$ cat src/rtl/pipe_stage_skid.sv
// pipe_stage_skid: two-entry skid buffer pipeline stage clocked on the falling edge.
// I_Ready depends only on skid occupancy, so the stage breaks the combinational ready path.
module pipe_stage_skid #(
    parameter int DATA_W = 96,
    parameter logic [DATA_W-1:0] BUBBLE = {DATA_W{1'b0}}
) (
    input  logic              Clk,
    input  logic              Rst_n,
    input  logic              I_Valid,
    output logic              I_Ready,
    input  logic [DATA_W-1:0] I_Data,
    input  logic              Flush,
    output logic              O_Valid,
    input  logic              O_Ready,
    output logic [DATA_W-1:0] O_Data,
    output logic [1:0]        Count
);
    // The encoding equals the number of held entries, so Count is the state register itself.
    typedef enum logic [1:0] {EMPTY = 2'd0, ONE = 2'd1, FULL = 2'd2} state_t;
    state_t state, state_nxt;
    logic [DATA_W-1:0] main_data, main_nxt, skid_data, skid_nxt;
    logic accept, consume;
    assign O_Valid = state != EMPTY;
    assign I_Ready = state != FULL;
    assign O_Data  = main_data;
    assign Count   = state;
    assign accept  = I_Valid && I_Ready;
    assign consume = O_Valid && O_Ready;
    always_ff @(negedge Clk or negedge Rst_n) begin
        if (!Rst_n) begin
            state     <= EMPTY;
            main_data <= BUBBLE;
            skid_data <= BUBBLE;
        end else begin
            state     <= state_nxt;
            main_data <= main_nxt;
            skid_data <= skid_nxt;
        end
    end
    always_comb begin
        state_nxt = state;
        main_nxt  = main_data;
        skid_nxt  = skid_data;
        if (Flush) begin
            state_nxt = EMPTY;
            main_nxt  = BUBBLE;
            skid_nxt  = BUBBLE;
        end else begin
            case (state)
                EMPTY: if (accept) begin
                    main_nxt  = I_Data;
                    state_nxt = ONE;
                end
                ONE: if (accept && consume) begin
                    main_nxt = I_Data;
                end else if (accept) begin
                    skid_nxt  = I_Data;
                    state_nxt = FULL;
                end else if (consume) begin
                    main_nxt  = BUBBLE;
                    state_nxt = EMPTY;
                end
                FULL: if (consume) begin
                    main_nxt  = skid_data;
                    skid_nxt  = BUBBLE;
                    state_nxt = ONE;
                end
                default: begin
                    state_nxt = EMPTY;
                    main_nxt  = BUBBLE;
                    skid_nxt  = BUBBLE;
                end
            endcase
        end
    end
endmodule

$ cat config.mk
export PLATFORM = sky130hd
export DESIGN_NAME = pipe_stage_skid
export DESIGN_NICKNAME = d
export VERILOG_FILES = /design/src/rtl/pipe_stage_skid.sv
export SDC_FILE = /design/constraint.sdc
export NUM_CORES = 1
export LEC_CHECK = 0
export CAP_MARGIN = 30
export CORE_MARGIN = 4
export CORE_UTILIZATION = 25
export DETAILED_ROUTE_END_ITERATION = 10
export GPL_TIMING_DRIVEN = 0
export HOLD_SLACK_MARGIN = 0.05
export PLACE_DENSITY = 0.56
export SYNTH_ARGS = -nofsm -noshare
export SYNTH_HDL_FRONTEND = slang
export SYNTH_SLANG_ARGS = --single-unit
$ cat constraint.sdc
create_clock -name Clk -period 2 [get_ports Clk]
set_clock_uncertainty 0.05 [all_clocks]
set_input_delay 0.3 -clock Clk [delete_from_list [all_inputs] [get_ports Clk]]
set_output_delay 0.3 -clock Clk [all_outputs]
set_load 0.02 [all_outputs]
==> impl_metrics.py, run 1 <==
metrics = {
    "pwr": {
        "seq_power_share_pct": 41.1,
        "p_sw_share_pct": 29.7,
        "peakVddDrop_mv": 0.605,
        "power.switching_uw": 3190,
        "p_leak_uw": 0.00672,
        "pwr-share-clk_pct": 32.8,
        "p_comb_share_pct": 26.1,
        "intPower_uw": 7550,
        "p_per_area_nw_per_um2": 704,
    },
    "placement": {
        "dpl.hpwl_um": 20000,
        "port_buffers": 199,
        "dpl-instance-area_um2": 12600,
        "gp_congestion": 0.757,
    },
    "synth": {
        "yosys.area.top_type": "dfrtn_1",
        "synth_seq_area_share_pct": 49.9,
        "avgSynthCellArea_um2": 11.2,
        "synth_top_area_share_pct": 49.9,
        "synth_warnings": 0,
        "yosys.cell_types.count": 22,
        "syn-num-nets": 968,
        "mappedNetlistArea_um2": 9730,
        "synthCells": 867,
        "synth_seq_cells": 194,
        "synth_area_leaders": "dfrtn_1 50%, mux2i_1 20%, a22o_1 8.7%, o2bb2ai_1 8.6%, nand2_1 3.8%",
    },
    "cts": {
        "path_clk_slew_ns": 0.05,
        "cts_buffers": 17,
        "cts.hold.buffers_added": 0,
        "cts_tree": "done",
        "htree_levels": 4,
        "clock-root-buffer": "clkbuf_16",
        "clk_latency_ns": 0.42,
        "clock_path_buffers": 2,
        "cts.sinks": 194,
    },
    "worst_setup_path": {
        "arrival_ns": 2.43,
        "cp_max_fo": 2,
        "crit_type": "flip-flop to output pin",
        "critPathSlowestCell": "dfrtn_1",
        "critical_path.max_stage_delay_ns": 0.37,
        "crit_chain": "buf_12 > buf_16 > or2_4 > buf_6",
        "critPathCaptureType": "output pin",
        "start_kind": "flip-flop",
        "critPathRequiredTime_ns": 1.65,
    },
    "outcome": {
        "violations": "negative setup slack",
        "outcome": "finished with violations",
    },
    "routing": {
        "via_count": 7869,
        "drc": 0,
        "wirelength_um": 32400,
        "antenna_left": 0,
        "drt_pass1_iterations": 4,
        "drt_iter0_drc": 339,
        "via_per_inst": 4.52,
        "avgRoutedWirePerCell_um": 18.6,
    },
    "finish": {
        "final_layout_size_suffix_gt1_share_pct": 27.7,
        "fin_nets": 1311,
        "area_growth_pct": 56.6,
        "final_common_cell": "dfrtn_1",
        "multi_input_area_um2": 4160,
        "num-fill-cells": 3805,
        "register_area_um2": 4850,
        "postLayoutCellArea_um2": 15200,
        "layout_common_cells": "194 x dfrtn_1, 187 x mux2i_1, 107 x buf_6, 98 x nand2_1, 97 x a22o_1",
    },
    "grt": {
        "grtUsageMet1_pct": 19.4,
        "grt_util_met3_pct": 3.94,
        "use_met2_pct": 24.6,
        "antenna_found_initial": 1,
        "grt_pass1_vias": 8159,
        "gr-usage-all-layers_pct": 14.9,
        "grt_max_degree": 102,
        "grt-ovfl-total": 0,
        "grt_pass1_wl_um": 48700,
        "grt_most_used_layer": "met2",
    },
    "die": {
        "core_um2": 38600,
        "die_w_um": 205,
        "initial_utilization_pct": 25.2,
        "die_area_um2": 42100,
        "die_h_um": 205,
        "fp-row-count": 72,
        "pin_count": 201,
    },
    "timing": {
        "finalSetupViolCount": 292,
        "tightest_slew_ns": 0.598,
        "slew_headroom_pct": 60.1,
        "hold_violations": 0,
        "grt_setup_unrepaired": "yes",
        "tns_ns": -64.63,
        "slew_viol_final": 0,
        "setup_slack_ns": -0.777,
    },
    "flow_run": {
        "maxCapViolations": 0,
    },
    "worst_hold_path": {
        "hold_class": "flip-flop to flip-flop",
    },
}
[area by class of cell]
class | instances | area share [%]
flip-flops and latches | 194 | 31.9
multi-input cells | 502 | 27.3
repair buffers | 327 | 25.0
plain buffers | 72 | 5.48
well taps | 518 | 4.25
clock buffers | 19 | 2.91
inverters | 96 | 2.36
clock inverters | 13 | 0.837
diodes | 1 | 0.0164
[worst max-delay path, delay by kind of cell (launching register included)]
kind,cells,cell delay (ns)
buffers and inverters,3,0.39
DFF,1,0.37
and+or+nand+nor,1,0.24
[routing by layer]
metal | vias up | share of wire (%)
li1 | 3763 | -
met1 | 3923 | 45
met2 | 154 | 49
met3 | 27 | 5.1
met4 | 2 | 1.6
met5 | - | 0.056
[cells by family after synthesis]
kind of cell	synth area share (%)
compound gates	17.7
flops	49.9
mux	19.9
buf+inv	7.99
simple gates	4.59
[power by group through the flow]
stage	Clock [uW]	Sequential (uW)	Combinational [uW]
3_5_place_dp	0	4450	2080
5_1_grt	3780	4440	3010
3_3_place_gp	0	4450	2070
2_1_floorplan	0	4630	911
4_1_cts	3610	4410	2700
6_report	3520	4410	2810
[registers in the layout (all words and copies together), names as in the netlist]
| name | cells |
|---|---|
| Count | 2 |
| O_Data | 96 |
| skid_data | 96 |
[path summary, 6_finish.rpt]
kind                                                start                   endpoint  slack (ns)  cells past startpoint
worst max-delay path                 Count[1]$_DFFE_NN0P_                    O_Valid       -0.78                      4
worst min-delay path            skid_data[53]$_DFFE_NN0P_  skid_data[53]$_DFFE_NN0P_        0.43                      2
worst max register to register       Count[0]$_DFFE_NN0P_     O_Data[17]$_DFFE_NN0P_        0.01                      6
worst min register to register  skid_data[53]$_DFFE_NN0P_  skid_data[53]$_DFFE_NN0P_        0.43                      2
max in group asynchronous                           Rst_n  skid_data[43]$_DFFE_NN0P_        0.24                      2
min in group asynchronous                           Rst_n     O_Data[88]$_DFFE_NN0P_        0.66                      1
[through the flow]
stage / hold slack, ns / util, % / total power, uW / worst slack [ns] / cells
after floorplan: 0.415 / - / 5540 / -0.523 / 867
after global placement: 0.401 / 32.5 / 6520 / -9.01 / 1584
after detailed placement: 0.402 / 32.6 / 6540 / -1.49 / 1585
after CTS: 0.436 / 38.5 / 10700 / -0.805 / 1717
after global routing: 0.449 / 39.5 / 11200 / -0.832 / 1741
final: 0.433 / 39.5 / 10700 / -0.777 / 1742
[Yosys cell counts (all sizes together)]
master	number
clkbuf	15
and2b	1
or2	1
o22a	1
inv	96
mux2i	193
a2bb2oi	1
a22o	97
or3b	1
nand2	98
a21oi	1
buf	60
nor2b	2
a21boi	1
nor2	8
nand2b	1
o2bb2ai	96
dfrtn	194
[repair_timing]
| item | in CTS | in global routing |
|---|---|---|
| setup buffers | 83 | 23 |
| setup endpoints to repair | 293 | 373 |
| pin swaps | 26 | 30 |
| resized for setup | 717 | 52 |
| cloned | 19 | 13 |
(Power assumes the default switching activity.)
==> run 2, diff against run 1 <==
- SKIP_CTS_REPAIR_TIMING: unset -> 1
==> run 2 against run 1 <==
The run still ends with negative setup slack left; flip-flop and latch count stayed put; largest power group unchanged; critical path depth is 1 higher; critical path type unchanged; wire length is 11% lower; core utilization is 4.5 points lower.
==> impl_metrics.py, run 2 (synthesized netlist as in run 1, its figures left out) <==
metrics = {
    "finish": {
        "fin_nets": 1223,
        "final_layout_size_suffix_gt1_share_pct": 17.3,
        "layout.cells.non_filler": 1655,
        "final_common_cell": "dfrtn_1",
        "num-fill-cells": 3954,
        "area_growth_pct": 38.7,
        "layout_common_cells": "194 x dfrtn_1, 192 x mux2i_1, 139 x clkdlybuf4s50_1, 98 x nand2_1, 97 x a22o_1",
        "final_core_util_pct": 35.0,
    },
    "worst_setup_path": {
        "crit_type": "flip-flop to output pin",
        "r2r-start": "Count[1]$_DFFE_NN0P_",
        "arrival_ns": 2.61,
        "start_kind": "flip-flop",
        "worst_path_most_repeated_cell": "buf_8",
        "rr_worst_depth": 8,
        "cp_max_fo": 8,
        "crit_chain": "buf_8 > buf_8 > buf_8 > or2_4 > buf_6",
        "cp_top_family": "buffers and inverters",
        "reg2reg_slack_ns": -0.24,
        "path_buf_inv": 4,
        "r2r_end": "O_Data[8]$_DFFE_NN0P_",
        "critPathRequiredTime_ns": 1.65,
        "critical_path.max_stage_delay_ns": 0.42,
        "critPathCaptureType": "output pin",
        "critPathSlowestCell": "dfrtn_1",
    },
    "cts": {
        "cts.sinks": 194,
        "cts_tree": "done",
        "clock_path_buffers": 2,
        "cts_buffers": 17,
        "path_clk_slew_ns": 0.05,
        "htree_levels": 4,
        "clk_latency_ns": 0.42,
        "clock-root-buffer": "clkbuf_16",
    },
    "pwr": {
        "seq_power_share_pct": 43.8,
        "p_leak_uw": 0.00586,
        "power.switching_uw": 3010,
        "peakVddDrop_mv": 0.595,
        "p_sw_share_pct": 30.0,
        "p_comb_share_pct": 21.2,
        "p_total_uw": 10000,
        "p_per_area_nw_per_um2": 744,
        "pwr-share-clk_pct": 35.0,
        "intPower_uw": 7030,
    },
    "grt": {
        "grt_pass1_wl_um": 45200,
        "grt-ovfl-total": 0,
        "antenna_found_initial": 2,
        "gr-usage-all-layers_pct": 13.7,
        "grt_max_degree": 102,
        "grt_pass1_vias": 7553,
    },
    "routing": {
        "drt_iter0_drc": 296,
        "via_per_inst": 4.48,
        "drt_pass1_iterations": 5,
        "antenna_left": 0,
        "via_count": 7421,
        "wirelength_um": 29000,
        "drc": 0,
        "avgRoutedWirePerCell_um": 17.5,
    },
    "placement": {
        "dp.cells": 1585,
        "dpl.hpwl_um": 20000,
        "gp_congestion": 0.757,
        "port_buffers": 199,
    },
    "die": {
        "initial_utilization_pct": 25.2,
        "pin_count": 201,
        "die_w_um": 205,
        "fp-row-count": 72,
        "die_area_um2": 42100,
        "core_um2": 38600,
        "die_h_um": 205,
    },
    "timing": {
        "slew_viol_final": 0,
        "hold_slack_ns": 0.400,
        "tns_ns": -123.21,
        "tightest_slew_ns": 0.811,
        "setup_slack_ns": -0.959,
        "grt_setup_unrepaired": "yes",
        "slew_headroom_pct": 45.9,
        "hold_violations": 0,
        "finalSetupViolCount": 292,
    },
    "worst_hold_path": {
        "whs_path_depth": 1,
        "hold_class": "flip-flop to flip-flop",
        "hp-start": "O_Data[14]$_DFFE_NN0P_",
        "hold_path_end": "O_Data[14]$_DFFE_NN0P_",
    },
    "outcome": {
        "outcome": "finished with violations",
        "violations": "negative setup slack",
    },
    "flow_run": {
        "maxCapViolations": 0,
    },
}
-- run 2: cell count changes in the layout (fill, tap and decap cells not counted), moves of 4 or more --
cell | previous run | this run
mux2i_2 | 5 | 1
buf_12 | 36 | 3
buf_4 | 85 | 36
buf_6 | 107 | 64
clkbuf_16 | 31 | 17
buf_16 | 12 | 1
clkbuf_2 | 4 | 15
mux2i_1 | 187 | 192
buf_2 | 17 | 29
buf_8 | 20 | 10
clkdlybuf4s50_1 | 96 | 139
-- run 2: area by class of cell --
| type | instances | area, um^2 | share of cell area, % |
|---|---|---|---|
| Inverter | 96 | 360 | 2.67 |
| Clock buffer | 19 | 443 | 3.28 |
| Timing Repair Buffer | 236 | 2330 | 17.2 |
| Multi-Input combinational cell | 502 | 4130 | 30.6 |
| Antenna cell | 2 | 5.00 | 0.0371 |
| Buffer | 75 | 603 | 4.47 |
| Clock inverter | 13 | 128 | 0.946 |
| Tap cell | 518 | 648 | 4.80 |
| Sequential cell | 194 | 4850 | 36.0 |
-- run 2: how the worst max path moves through the flow --
stage                         startpoint                endpoint  slack [ns]  depth (start not counted)
detailed placement               O_Ready   O_Data[1]$_DFFE_NN0P_       -1.49                          7
CTS                 Count[1]$_DFFE_NN0P_                 O_Valid       -1.64                          5
global placement                   Rst_n  O_Data[31]$_DFFE_NN0P_       -9.01                          1
finish              Count[0]$_DFFE_NN0P_                 O_Valid       -0.96                          5
floorplan           Count[1]$_DFFE_NN0P_                 O_Valid       -0.52                          4
global route        Count[1]$_DFFE_NN0P_                 O_Valid       -1.01                          5
-- run 2: power groups by stage --
stage | Clock, uW | Sequential, uW | Combinational [uW]
3_3_place_gp | 0 | 4450 | 2070
6_report | 3520 | 4400 | 2120
5_1_grt | 3790 | 4430 | 2310
4_1_cts | 3610 | 4390 | 2090
3_5_place_dp | 0 | 4450 | 2080
2_1_floorplan | 0 | 4630 | 911
-- run 2: worst reg2reg max path: stages, from the launching register on --
cell	delay (ns)
dfrtn_1	0.48
buf_6	0.13
buf_4	0.10
mux2i_2	0.27
a2bb2oi_1	0.29
nor2_4	0.13
buf_4	0.21
buf_2	0.22
a22o_1	0.21
-- run 2: layer usage --
layer / track usage (%) / vias up / wire (um)
met5: 0 / - / 18
met4: 3.80 / 2 / 344
met3: 4.24 / 22 / 1660
met2: 21.9 / 149 / 13700
met1: 18.1 / 3662 / 13300
li1: - / 3586 / -
-- run 2: metrics by stage --
| step | cell area (um^2) | setup WS [ns] |
|---|---|---|
| after floorplan | 9900 | -0.523 |
| after global placement | 12500 | -9.01 |
| after detailed placement | 12600 | -1.49 |
| after CTS | 13100 | -1.64 |
| after global routing | 13500 | -1.01 |
| final | 13500 | -0.959 |
